==> config.mk <==
export PLATFORM = sky130hd
export DESIGN_NAME = oram_request_frontend
export DESIGN_NICKNAME = d
export VERILOG_FILES = /design/src/rtl/oram_request_frontend_pkg.sv /design/src/rtl/oram_req_fifo.sv /design/src/rtl/oram_request_frontend.sv
export SDC_FILE = /design/constraint.sdc
export NUM_CORES = 1
export LEC_CHECK = 0
export ABC_AREA = 1
export CORE_ASPECT_RATIO = 1.4
export CORE_UTILIZATION = 37
export DETAILED_ROUTE_END_ITERATION = 12
export GPL_ROUTABILITY_DRIVEN = 0
export SETUP_SLACK_MARGIN = 0.05
export SLEW_MARGIN = 15
export SYNTH_ARGS = -nofsm -noshare
export SYNTH_HDL_FRONTEND = slang
export SYNTH_HIERARCHICAL = 1
export SYNTH_SLANG_ARGS = --single-unit
export TNS_END_PERCENT = 10
==> constraint.sdc <==
create_clock -name clk -period 7.45 [get_ports clk]
set_input_delay 0.745 -clock clk [delete_from_list [all_inputs] [get_ports clk]]
set_output_delay 0.745 -clock clk [all_outputs]
set_load 0.02 [all_outputs]
==> src/rtl/oram_request_frontend_pkg.sv <==
// Shared types and widths for the ORAM request frontend.
package oram_request_frontend_pkg;

    // Block geometry seen by the ORAM core.
    localparam int unsigned TREE_DEPTH      = 8;
    localparam int unsigned BYTE_WIDTH      = 8;
    localparam int unsigned BYTES_PER_BLOCK = 4;
    localparam int unsigned BLOCK_BITS      = BYTE_WIDTH * BYTES_PER_BLOCK;

    // One queued client request.
    typedef struct packed {
        logic                  rw;
        logic [TREE_DEPTH-1:0] addr;
        logic [BLOCK_BITS-1:0] wdata;
    } oram_req_t;

    localparam int unsigned REQ_BITS = $bits(oram_req_t);

    // Sequencer states: one request in flight at the core at any time.
    typedef enum logic [1:0] {
        StIdle,
        StIssue,
        StWait,
        StResp
    } oram_state_e;

endpackage

==> src/rtl/oram_req_fifo.sv <==
// Request queue: circular buffer with registered occupancy count.
module oram_req_fifo
    import oram_request_frontend_pkg::*;
#(
    parameter int unsigned DEPTH = 4
) (
    input  logic                           clk,
    input  logic                           rst_n,
    input  logic                           i_push,
    input  oram_req_t                      i_data,
    input  logic                           i_pop,
    output oram_req_t                      o_data,
    output logic                           o_full,
    output logic                           o_empty,
    output logic [$clog2(DEPTH+1)-1:0]     o_count
);

    localparam int unsigned PTR_W = (DEPTH > 1) ? $clog2(DEPTH) : 1;
    localparam int unsigned CNT_W = $clog2(DEPTH + 1);

    oram_req_t          r_mem [DEPTH];
    logic [PTR_W-1:0]   r_wr_ptr;
    logic [PTR_W-1:0]   r_rd_ptr;
    logic [CNT_W-1:0]   r_count;
    logic               w_do_push;
    logic               w_do_pop;

    assign o_full    = (r_count == CNT_W'(DEPTH));
    assign o_empty   = (r_count == '0);
    assign o_count   = r_count;
    assign o_data    = r_mem[r_rd_ptr];
    assign w_do_push = i_push && !o_full;
    assign w_do_pop  = i_pop && !o_empty;

    // Storage array: written at the tail on an accepted push, no reset needed.
    always_ff @(posedge clk) begin
        if (w_do_push) begin
            r_mem[r_wr_ptr] <= i_data;
        end
    end

    // Pointers wrap naturally because DEPTH is a power of two.
    always_ff @(posedge clk or negedge rst_n) begin
        if (!rst_n) begin
            r_wr_ptr <= '0;
            r_rd_ptr <= '0;
            r_count  <= '0;
        end else begin
            if (w_do_push) begin
                r_wr_ptr <= r_wr_ptr + PTR_W'(1);
            end
            if (w_do_pop) begin
                r_rd_ptr <= r_rd_ptr + PTR_W'(1);
            end
            unique case ({w_do_push, w_do_pop})
                2'b10:   r_count <= r_count + CNT_W'(1);
                2'b01:   r_count <= r_count - CNT_W'(1);
                default: r_count <= r_count;
            endcase
        end
    end

endmodule

==> src/rtl/oram_request_frontend.sv <==
// Client-facing frontend: queues requests and serialises them to the ORAM core.
module oram_request_frontend
    import oram_request_frontend_pkg::*;
#(
    parameter int unsigned FIFO_DEPTH     = 4,
    parameter int unsigned TIMEOUT_CYCLES = 255
) (
    input  logic                              clk,
    input  logic                              rst_n,
    // client request
    input  logic                              req_valid,
    output logic                              req_ready,
    input  logic                              req_rw,
    input  logic [TREE_DEPTH-1:0]             req_addr,
    input  logic [BLOCK_BITS-1:0]             req_wdata,
    // client response
    output logic                              resp_valid,
    input  logic                              resp_ready,
    output logic [BLOCK_BITS-1:0]             resp_rdata,
    output logic                              resp_rw,
    output logic                              resp_error,
    // ORAM core
    output logic [TREE_DEPTH-1:0]             oram_block_number,
    output logic [BLOCK_BITS-1:0]             oram_w_value,
    output logic                              oram_rw_indicator,
    output logic                              oram_input_ready,
    input  logic [BLOCK_BITS-1:0]             oram_r_value,
    input  logic                              oram_output_ready,
    // status
    output logic [$clog2(FIFO_DEPTH+1)-1:0]   occupancy
);

    localparam int unsigned CNT_W = $clog2(FIFO_DEPTH + 1);
    localparam int unsigned TMR_W = (TIMEOUT_CYCLES > 1) ? $clog2(TIMEOUT_CYCLES + 1) : 1;

    oram_state_e            r_state;
    oram_state_e            w_state_next;
    logic [TMR_W-1:0]       r_timer;
    logic [TMR_W-1:0]       w_timer_next;
    logic                   r_ready_en;
    oram_req_t              r_issue;
    logic [BLOCK_BITS-1:0]  r_resp_rdata;
    logic                   r_resp_rw;
    logic                   r_resp_error;

    oram_req_t              w_push_data;
    oram_req_t              w_head;
    logic                   w_full;
    logic                   w_empty;
    logic [CNT_W-1:0]       w_count;
    logic                   w_push;
    logic                   w_pop;
    logic                   w_capture;
    logic                   w_timeout;

    // Ready comes from the registered count only, so a same-cycle pop never frees a slot.
    assign req_ready   = r_ready_en && !w_full;
    assign w_push      = req_valid && req_ready;
    assign w_pop       = (r_state == StIdle) && !w_empty;
    assign w_push_data = '{rw: req_rw, addr: req_addr, wdata: req_wdata};

    oram_req_fifo #(
        .DEPTH (FIFO_DEPTH)
    ) u_fifo (
        .clk     (clk),
        .rst_n   (rst_n),
        .i_push  (w_push),
        .i_data  (w_push_data),
        .i_pop   (w_pop),
        .o_data  (w_head),
        .o_full  (w_full),
        .o_empty (w_empty),
        .o_count (w_count)
    );

    // Next-state, timer and capture decisions for the single in-flight request.
    always_comb begin
        w_state_next = r_state;
        w_timer_next = r_timer;
        w_capture    = 1'b0;
        w_timeout    = 1'b0;
        unique case (r_state)
            StIdle: begin
                if (!w_empty) begin
                    w_state_next = StIssue;
                end
            end
            StIssue: begin
                w_state_next = StWait;
                w_timer_next = '0;
            end
            StWait: begin
                // r_timer counts WAIT cycles already completed; a core answer wins a tie.
                if (oram_output_ready) begin
                    w_capture    = 1'b1;
                    w_state_next = StResp;
                end else if (r_timer == TMR_W'(TIMEOUT_CYCLES - 1)) begin
                    w_timeout    = 1'b1;
                    w_state_next = StResp;
                end else begin
                    w_timer_next = r_timer + TMR_W'(1);
                end
            end
            StResp: begin
                if (resp_ready) begin
                    w_state_next = StIdle;
                end
            end
            default: begin
                w_state_next = StIdle;
            end
        endcase
    end

    // State, timer and post-reset ready enable.
    always_ff @(posedge clk or negedge rst_n) begin
        if (!rst_n) begin
            r_state    <= StIdle;
            r_timer    <= '0;
            r_ready_en <= 1'b0;
        end else begin
            r_state    <= w_state_next;
            r_timer    <= w_timer_next;
            r_ready_en <= 1'b1;
        end
    end

    // Issue registers: loaded on pop, held stable until the next pop.
    always_ff @(posedge clk or negedge rst_n) begin
        if (!rst_n) begin
            r_issue <= '0;
        end else if (w_pop) begin
            r_issue <= w_head;
        end
    end

    // Response registers: written when WAIT resolves, held through RESP and after.
    always_ff @(posedge clk or negedge rst_n) begin
        if (!rst_n) begin
            r_resp_rdata <= '0;
            r_resp_rw    <= 1'b0;
            r_resp_error <= 1'b0;
        end else if (w_capture) begin
            r_resp_rdata <= r_issue.rw ? '0 : oram_r_value;
            r_resp_rw    <= r_issue.rw;
            r_resp_error <= 1'b0;
        end else if (w_timeout) begin
            r_resp_rdata <= '0;
            r_resp_rw    <= r_issue.rw;
            r_resp_error <= 1'b1;
        end
    end

    assign resp_valid        = (r_state == StResp);
    assign resp_rdata        = r_resp_rdata;
    assign resp_rw           = r_resp_rw;
    assign resp_error        = r_resp_error;
    assign oram_input_ready  = (r_state == StIssue);
    assign oram_block_number = r_issue.addr;
    assign oram_w_value      = r_issue.wdata;
    assign oram_rw_indicator = r_issue.rw;
    assign occupancy         = w_count;

endmodule

==> flow_metrics.py, run 1 <==
metrics = {
    "detailed_routing": {
        "routed_wl_um": 23200,
        "antenna_left": 0,
        "first_pass_iters": 4,
        "met2_length_um": 11930,
        "routed.top_layer": "met4",
        "dr.first_iter.drc_count": 232,
        "detail_route.wl_per_cell_um": 15.40,
        "drc": 0,
        "wl_met3_um": 1167,
        "vias_per_cell": 4.625,
        "num_vias": 6966,
        "wl_met1_um": 9644,
    },
    "timing": {
        "worst_pin_slew_ns": 1.063,
        "rsz0062_at_grt": "no",
        "final-hold-violation-count": 0,
        "skew_ns": 0.01022,
        "max_freq_mhz": 354.3,
        "min_period_ns": 2.822,
        "fin_crit_sh": 0.3788,
        "setup_violations": 0,
        "slew_viol_final": 0,
        "tns_ns": 0,
        "slew_headroom": 0.2914,
    },
    "global_route": {
        "grt_use_total": 0.1515,
        "grt_max_degree": 87,
        "antenna_found_initial": 0,
        "grt_first_pass_wirelength_um": 36920,
        "grt_remaining_overflow": 0,
        "grt_pass1_vias": 6964,
    },
    "floorplanning": {
        "start_util": 0.3791,
        "core_area_sq_mm": 0.02944,
        "die_y_um": 207.5,
        "dieArea_sq_mm": 0.03087,
        "num_rows": 74,
        "ioPinCount": 159,
        "die_x_um": 148.8,
    },
    "clock_tree": {
        "cts_buffers": 26,
        "cts-root-buf": "clkbuf_16",
        "cts_tree": "done",
        "path_clk_slew_ns": 0.06,
        "clk_path_buf_depth": 3,
        "cts_setup_buffers": 0,
        "ctsHoldBuffers": 0,
        "ctsResizeCount": 0,
        "ctsHtreeMaxLevel": 1,
        "clock-sinks": 257,
        "clk_latency_ns": 0.53,
    },
    "synth": {
        "synth_edf_count": 164,
        "netlist_instances": 958,
        "yosysUniqueCellTypes": 33,
        "mappedNetlistArea_sq_mm": 0.01116,
        "synth-main-ff-cell": "edfxtp_1",
        "avgSynthCellArea_sq_um": 11.65,
        "ys_top_cells_by_area": "edfxtp_1, dfrtp_1, nand2_1",
        "syn_nets": 1049,
        "yosysWarnings": 6,
        "yosysTopAreaCell": "edfxtp_1",
        "synth-seq-cells": 257,
        "yosysMostFrequentCell": "nand2_1",
        "synth-seq-area-share": 0.6498,
        "synthTopCellsByCount": "nand2_1, edfxtp_1, inv_1, dfrtp_1, o211ai_2",
        "synth_async_sr_flop_share": 0.3619,
        "synth_top_area_frac": 0.4413,
    },
    "setup_path": {
        "reg2reg_depth": 7,
        "start_kind": "primary input",
        "regToRegSetupSlack_ns": 4.64,
        "worstPathArrival_ns": 3.01,
        "cp-end-kind": "flop",
        "r2r-end": "u_fifo/r_mem[0][1]",
        "crit_start": "req_valid",
        "cp_max_fo": 21,
        "critPathRequiredTime_ns": 7.64,
        "path_class": "in2reg",
        "r2r-start": "u_fifo/o_count[0]",
    },
    "power": {
        "power_leakage_nw": 5.990,
        "ir_worst_vdd_mv": 0.1990,
        "power_per_cell_area_mw_per_mm2": 402.0,
    },
    "final_layout": {
        "diodes": 0,
        "drive_above_1_share": 0.1696,
        "final_area_sq_mm": 0.01395,
        "fin_nets": 1197,
        "fill_cells": 2665,
        "area_growth_pct": 24.98,
    },
    "placed_design": {
        "place_hpwl_um": 14750,
        "postPlaceCellArea_sq_mm": 0.01297,
        "io_buffers": 158,
    },
    "min_path": {
        "hold_class": "in2async",
    },
    "run": {
        "max_cap_viol_count": 0,
    },
    "status": {
        "status": "finished clean",
    },
}
[layer usage]
layer,vias up,GRT usage
met5,-,0
met4,0,0.03976
met3,31,0.02396
li1,3459,-
met2,157,0.2775
met1,3319,0.1818
[critical path: stages]
cell	delay, ns
clkdlybuf4s50_1	0.46
nor3b_1	0.32
nand2_1	0.37
nor2_4	0.67
buf_4	0.44
[report_power, final]
group          internal (mW)  switching, mW
clock network          0.903          0.557
logic                  0.819           1.26
registers               1.85          0.210
total                   3.58           2.03
[registers in the layout, summed over array words and instances, names as in the netlist, 2 cells and up]
register and count:
u_fifo/r_mem 164, r_state 2, resp_rdata 32, oram_block_number 8, u_fifo/r_rd_ptr 2, u_fifo/o_count 3, r_timer 8, oram_w_value 32
u_fifo/r_wr_ptr 2
[worst max-delay path by stage]
stage                          endpoint  slack, ns  cells after the start
finish               u_fifo/r_mem[0][1]       4.63                      5
global route        u_fifo/r_mem[0][18]       4.36                      7
CTS                 u_fifo/r_mem[0][35]       4.58                      7
detailed placement  u_fifo/r_mem[0][14]       4.05                      5
global placement    u_fifo/r_mem[0][18]       4.09                      5
floorplan            u_fifo/r_mem[0][0]       4.03                      6
[placed cells by master (no fill, tap or decap), types with 2 or more instances in the layout]
cell type and n:
nand2_1 257, edfxtp_1 164, clkdlybuf4s50_1 157, inv_1 142, dfrtp_1 92, o211ai_2 72, nand3_1 50, nand2_2 41
clkbuf_16 27, o21ai_1 19, o21ai_0 17, ha_1 12, o211ai_1 10, buf_4 9, bufinv_16 6, nor2_4 5
nor2_1 4, inv_2 4, clkinvlp_4 4, clkinv_2 4, clkbuf_8 3, nor2_2 2, nand3_4 2, or2_2 2
o21ai_2 2, o21bai_1 2, nand4_1 2, clkinv_4 2, inv_6 2
[logic make-up after synthesis]
group / Yosys count / synth area share
simple gates: 369 / 0.1445
other cells: 1 / 0.0003360
buf+inv: 193 / 0.08150
flops: 257 / 0.6498
fa+ha+maj: 13 / 0.01525
xor+xnor: 1 / 0.0007849
compound gates: 124 / 0.1078
[cell type report]
cell class	count	area [sq um]	share of cell area
clock inverter	18	265.3	0.01902
clock buffer	30	716.9	0.05140
inverter	147	559.3	0.04010
sequential	257	7256	0.5202
tap	380	475.5	0.03409
timing repair buffer	166	1639	0.1175
multi-input combinational	508	3037	0.2177
[through the flow]
stage	utilization	worst slack (ns)	power (mW)	std cells	hold WS, ns
after floorplan	-	4.029	3.504	958	0.4494
after global placement	0.4404	4.090	4.183	1458	0.4537
after detailed placement	0.4404	4.049	4.222	1458	0.4601
after CTS	0.4737	4.582	5.693	1506	0.1022
after global routing	0.4737	4.363	5.953	1506	0.1153
final	0.4737	4.628	5.607	1506	0.1064
No activity file was read; power rests on OpenSTA's default activity.
==> run 2: changes to the inputs <==
==> constraint.sdc (replaced) <==
create_clock -name clk -period 2.8 [get_ports clk]
set_input_delay 0.28 -clock clk [delete_from_list [all_inputs] [get_ports clk]]
set_output_delay 0.28 -clock clk [all_outputs]
set_load 0.02 [all_outputs]
==> flow_metrics.py, run 2 (synthesis gave the netlist of run 1 again) <==
metrics = {
    "setup_path": {
        "crit_end": "u_fifo/o_count[1]",
        "crit_start": "u_fifo/o_count[1]",
        "critPathRequiredTime_ns": 3.25,
        "worstPathArrival_ns": 2.70,
        "path_class": "reg2reg",
        "r2r-end": "u_fifo/o_count[1]",
        "r2r-start": "u_fifo/o_count[1]",
        "cp_max_fo": 7,
        "start_kind": "flop",
        "reg2reg_depth": 10,
        "regToRegSetupSlack_ns": 0.55,
        "cp-end-kind": "flop",
    },
    "clock_tree": {
        "ctsHtreeMaxLevel": 1,
        "clock-sinks": 257,
        "clk_path_buf_depth": 3,
        "cts_buffers": 26,
        "path_clk_slew_ns": 0.06,
        "cts_tree": "done",
        "cts-root-buf": "clkbuf_16",
        "clk_latency_ns": 0.53,
    },
    "placed_design": {
        "io_buffers": 158,
        "place_hpwl_um": 15130,
    },
    "detailed_routing": {
        "first_pass_iters": 4,
        "vias_per_cell": 4.625,
        "routed_wl_um": 23220,
        "detail_route.wl_per_cell_um": 15.26,
        "num_vias": 7040,
        "antenna_left": 0,
        "drc": 0,
        "dr.first_iter.drc_count": 304,
    },
    "timing": {
        "worst_pin_slew_ns": 0.8088,
        "skew_ns": 0.007616,
        "rsz0062_at_grt": "no",
        "final-hold-violation-count": 0,
        "max_freq_mhz": 443.8,
        "setup_violations": 0,
        "slew_headroom": 0.4600,
        "min_period_ns": 2.253,
        "slew_viol_final": 0,
        "fin_crit_sh": 0.8047,
        "hold_ws_ns": 0.3097,
    },
    "global_route": {
        "grt_pass1_vias": 6989,
        "grt_remaining_overflow": 0,
        "grt_first_pass_wirelength_um": 37270,
        "antenna_found_initial": 3,
        "grt_use_total": 0.1525,
        "grt_max_degree": 71,
    },
    "min_path": {
        "hold_class": "in2reg",
    },
    "floorplanning": {
        "die_x_um": 148.8,
        "die_y_um": 207.5,
        "core_area_sq_mm": 0.02944,
        "ioPinCount": 159,
        "start_util": 0.3791,
        "num_rows": 74,
        "dieArea_sq_mm": 0.03087,
    },
    "run": {
        "max_cap_viol_count": 0,
    },
    "final_layout": {
        "fill_cells": 2656,
        "multi_input_area_sq_mm": 0.003037,
        "largest_reg_flops": 164,
        "fin_nets": 1210,
        "regMostFlops": "u_fifo/r_mem",
        "area_growth_pct": 25.91,
        "drive_above_1_share": 0.1765,
        "final_common_cell": "nand2_1",
        "layout_common_cells": "nand2_1, edfxtp_1, clkdlybuf4s50_1",
        "seq_area_sq_mm": 0.007256,
    },
    "power": {
        "p_int_mw": 9.354,
        "p_clk_frac": 0.242,
        "power_per_cell_area_mw_per_mm2": 1050,
        "net-switching-power_mw": 5.401,
        "power_leakage_nw": 6.050,
        "pwr-share-comb": 0.396,
        "ir_worst_vdd_mv": 0.6333,
        "seq_power_share": 0.362,
        "sw_frac_of_total": 0.3660,
        "p_total_mw": 14.75,
    },
    "status": {
        "status": "finished clean",
    },
}
## run 2: stage by stage
stage | cell area [sq um] | std cells | TNS [ns] | setup slack (ns) | utilization
after global routing | 14050 | 1522 | 0 | 0.3768 | 0.4773
after global placement | 13130 | 1470 | 0 | 0.5602 | 0.4460
after floorplan | 11160 | 958 | -101.84 | -0.6210 | -
after detailed placement | 13130 | 1470 | 0 | 0.5030 | 0.4460
after CTS | 14040 | 1519 | 0 | 0.5391 | 0.4770
final | 14050 | 1522 | 0 | 0.5469 | 0.4773
## run 2: per-layer routing
metal | track usage | up-vias | wire, um
met5 | 0 | - | 0
met4 | 0.04926 | 0 | 542
met3 | 0.02264 | 31 | 1152
met2 | 0.2749 | 168 | 11810
met1 | 0.1842 | 3360 | 9722
li1 | - | 3481 | -
## run 2: worst min path at each step
stage,depth (start not counted),slack [ns],end,start
finish,3,0.31,resp_rdata[11],oram_r_value[11]
global route,3,0.30,resp_rdata[2],oram_r_value[2]
CTS,3,0.28,resp_rdata[12],oram_r_value[12]
detailed placement,1,0.40,r_timer[2],rst_n
global placement,1,0.39,r_timer[4],rst_n
floorplan,0,-0.02,oram_block_number[0],rst_n
## run 2: timing repair
action,4_1_cts,5_1_grt
hold buffers,1,0
resized for setup,0,0
hold endpoints to repair,51,0
buffers inserted,0,0
## run 2: layout make-up
class,count,share of cell area
flip-flops and latches,257,0.5163
well taps,380,0.03383
clock inverters,10,0.006144
inverters,147,0.03980
diodes,3,0.0005342
repair buffers,179,0.1291
clock buffers,38,0.05814
multi-input cells,508,0.2161
## run 2: worst max-delay path, cell delays in order (launching register included)
cell	delay (ns)
dfrtp_1	0.39
inv_2	0.07
nand3_1	0.15
inv_1	0.07
nor3b_1	0.34
nand2_1	0.09
buf_4	0.19
ha_1	0.22
inv_1	0.08
fa_1	0.41
o21ai_0	0.16
## run 2: power groups by stage
stage / logic [mW] / clock network (mW) / registers (mW)
after floorplan: 3.27 / 0 / 6.05
after global placement: 5.90 / 0 / 5.39
after detailed placement: 5.96 / 0 / 5.42
after CTS: 5.99 / 3.68 / 5.35
after global routing: 6.46 / 3.81 / 5.44
final: 5.85 / 3.57 / 5.34
==> patch (settings of run 1) <==
Encoding of `oram_state_e`: now Gray code (2 bits for 4 states).
--- a/src/rtl/oram_request_frontend_pkg.sv
+++ b/src/rtl/oram_request_frontend_pkg.sv
@@ -18,10 +18,10 @@
 
     // Sequencer states: one request in flight at the core at any time.
     typedef enum logic [1:0] {
-        StIdle,
-        StIssue,
-        StWait,
-        StResp
+        StIdle  = 2'b00,
+        StIssue = 2'b01,
+        StWait  = 2'b11,
+        StResp  = 2'b10
     } oram_state_e;
 
 endpackage
Formal check against the unedited RTL: no difference found for any inputs over 10 cycles, from zero or initial values and one cycle with rst_n low; not proved beyond that.
==> patch against run 1 <==
- sequential cell count stayed put
- sequential share of layout area increased by 0.43 points
- fmax increased by 3.1%
- cell area fell by 0.86%
- setup slack gained 86 ps
- total power down 5.7%
- area after synthesis shrank 0.25%
- utilization fell by 0.26 points
- critical path depth unchanged
- wire length shrank 1.0%
- synthesized cell count is 2.0% lower
- register-to-register slack improved by 160 ps
- largest power group unchanged
==> patch: results (changes against run 1) <==
----------------------------------------------------
[CTS]
  Clk Latency, worst-skew pair ... 520 ps
  Total CTS buffers ... 26 (unchanged)
  Buffer depth of the longest clock path ... 3 (unchanged)
  CTS resizes ... 0 (unchanged)
  Post-CTS clock slew at the launch and capture registers of the worst setup and hold paths ... 60 ps (about the same)
  Clk root buf ... sky130_fd_sc_hd__clkbuf_16
  Number of levels in the clock H-tree ... 1 (unchanged)

[Cells and area]
  Nets ... 1176 (-1.8%)
  Fraction of layout instances using a drive strength above 1 ... 18.9% (+2.0 points)
  Count of fill cells added during filler insertion ... 2699 (+1.3%)
  Non-Filler Instances ... 1490 (-1.1%)
  Antenna diode count ... 0 (unchanged)
  Flip-flop count of the largest register after layout ... 164 (unchanged)

[Placement]
  Number of port buffers ... 158 (unchanged)
  Detailed placer's ending HPWL ... 14200 um (-4.0%)
  Cell Count Post-Placement ... 1442 (-1.1%)

[Synthesis]
  Top cells by area in the synthesized netlist ... sky130_fd_sc_hd__edfxtp_1, sky130_fd_sc_hd__dfrtp_1, sky130_fd_sc_hd__nand2_1
  Synth top cells by count ... sky130_fd_sc_hd__nand2_1, sky130_fd_sc_hd__edfxtp_1, sky130_fd_sc_hd__inv_1
  Mapped Avg Cell Area ... 11.9 um2 (+1.8%)
  Post-synth net total ... 1025 (-2.3%)
  Sequential area share after synthesis ... 65.1% (+0.16 points)
  Cell variety after synth ... 34 (+3.0%)
  Ys async rst share ... 36.2% (unchanged)

[GRT]
  Wire length of the first global-routing pass ... 36800 um (-0.24%)
  Tot GR Track Use ... 15.2% (about the same)
  Pin count of the biggest net entering global routing ... 100 (+15%)
  Via count of the first global-routing pass ... 6927 (-0.53%)

[Critical path]
  Critical path arrival ... 1990 ps (-1020 ps)
  Critical path fanouts, max ... 4 (-81%)

[Drt]
  First-pass iteration count of the detailed router ... 4 (unchanged)
  Routed WL ... 23000 um (-1.0%)
  Vias ... 6834 (-1.9%)
  Number of DRC markers after the initial detailed-route iteration ... 302 (+30%)

[STA]
  Transition time of the tightest slew-check pin ... 955 ps (-108 ps)
  Clock skew ... 9.35 ps (-0.871 ps)

[Run status]
  Result of the run ... complete, no violations

[Power]
  Leakage power total ... 0.00590 uW (-1.6%)
  VDD IR-drop max ... 0.216 mV (+8.3%)

----------------------------------------------------
patch: cell families after synthesis:
family | after synthesis | share of synthesized area, %
fa+ha+maj | 8 | 0.966
xor+xnor | 4 | 0.315
buf+inv | 189 | 7.99
simple gates | 355 | 13.8
other cells | 1 | 0.0337
compound gates | 125 | 11.7
flops | 257 | 65.1
patch: per-stage QoR:
stage | instance area, um2 | setup slack, ps | utilization [%]
after global placement | 13000 | 4490 | 44.1
after detailed placement | 13000 | 4450 | 44.1
after global routing | 13800 | 4530 | 47.1
final | 13800 | 4710 | 47.1
after CTS | 13800 | 4670 | 47.1
after floorplan | 11100 | 4030 | -
patch: area by class of cell:
type	count	area, um2	share of cell area [%]
clock buffer	38	767	5.55
sequential	257	7250	52.5
clock inverter	10	108	0.778
tap	380	475	3.44
multi-input combinational	493	3030	21.9
timing repair buffer	167	1650	11.9
inverter	145	551	3.98
patch: worst max-delay path: stages (launching register included):
cell and delay (ps):
sky130_fd_sc_hd__dfrtp_1 400, sky130_fd_sc_hd__inv_2 70, sky130_fd_sc_hd__nand3_1 150, sky130_fd_sc_hd__inv_1 80, sky130_fd_sc_hd__nor2_1 140, sky130_fd_sc_hd__clkdlybuf4s50_1 650
patch: path summary, 6_finish.rpt:
check	from	end	slack, ps	cells after the start
max	u_fifo/o_count[0]$_DFFE_PN0P_	req_ready	4710	5
min	rst_n	oram_w_value[23]$_DFFE_PN0P_	170	1
max reg2reg	u_fifo/r_rd_ptr[0]$_DFFE_PN0P_	oram_w_value[20]$_DFFE_PN0P_	4800	7
min reg2reg	oram_w_value[27]$_DFFE_PN0P_	oram_w_value[27]$_DFFE_PN0P_	470	2
max in group asynchronous	rst_n	u_fifo/r_rd_ptr[1]$_DFFE_PN0P_	6050	2
min in group clk	oram_w_value[27]$_DFFE_PN0P_	oram_w_value[27]$_DFFE_PN0P_	470	2
patch: layer usage:
layer | GRT usage [%] | part of all wire [%] | up-vias
li1 | - | - | 3398
met1 | 18.8 | 42 | 3234
met2 | 27.0 | 50 | 176
met3 | 2.57 | 5.9 | 26
met4 | 3.77 | 1.6 | 0
met5 | 0 | 0 | -
patch: where the power goes:
group	internal, uW	switching [uW]	leakage, uW	total, uW
logic	765	1230	0.00280	1990
registers	1830	149	0.00266	1980
clock network	783	533	0.000427	1320
total	3380	1910	0.00590	5290
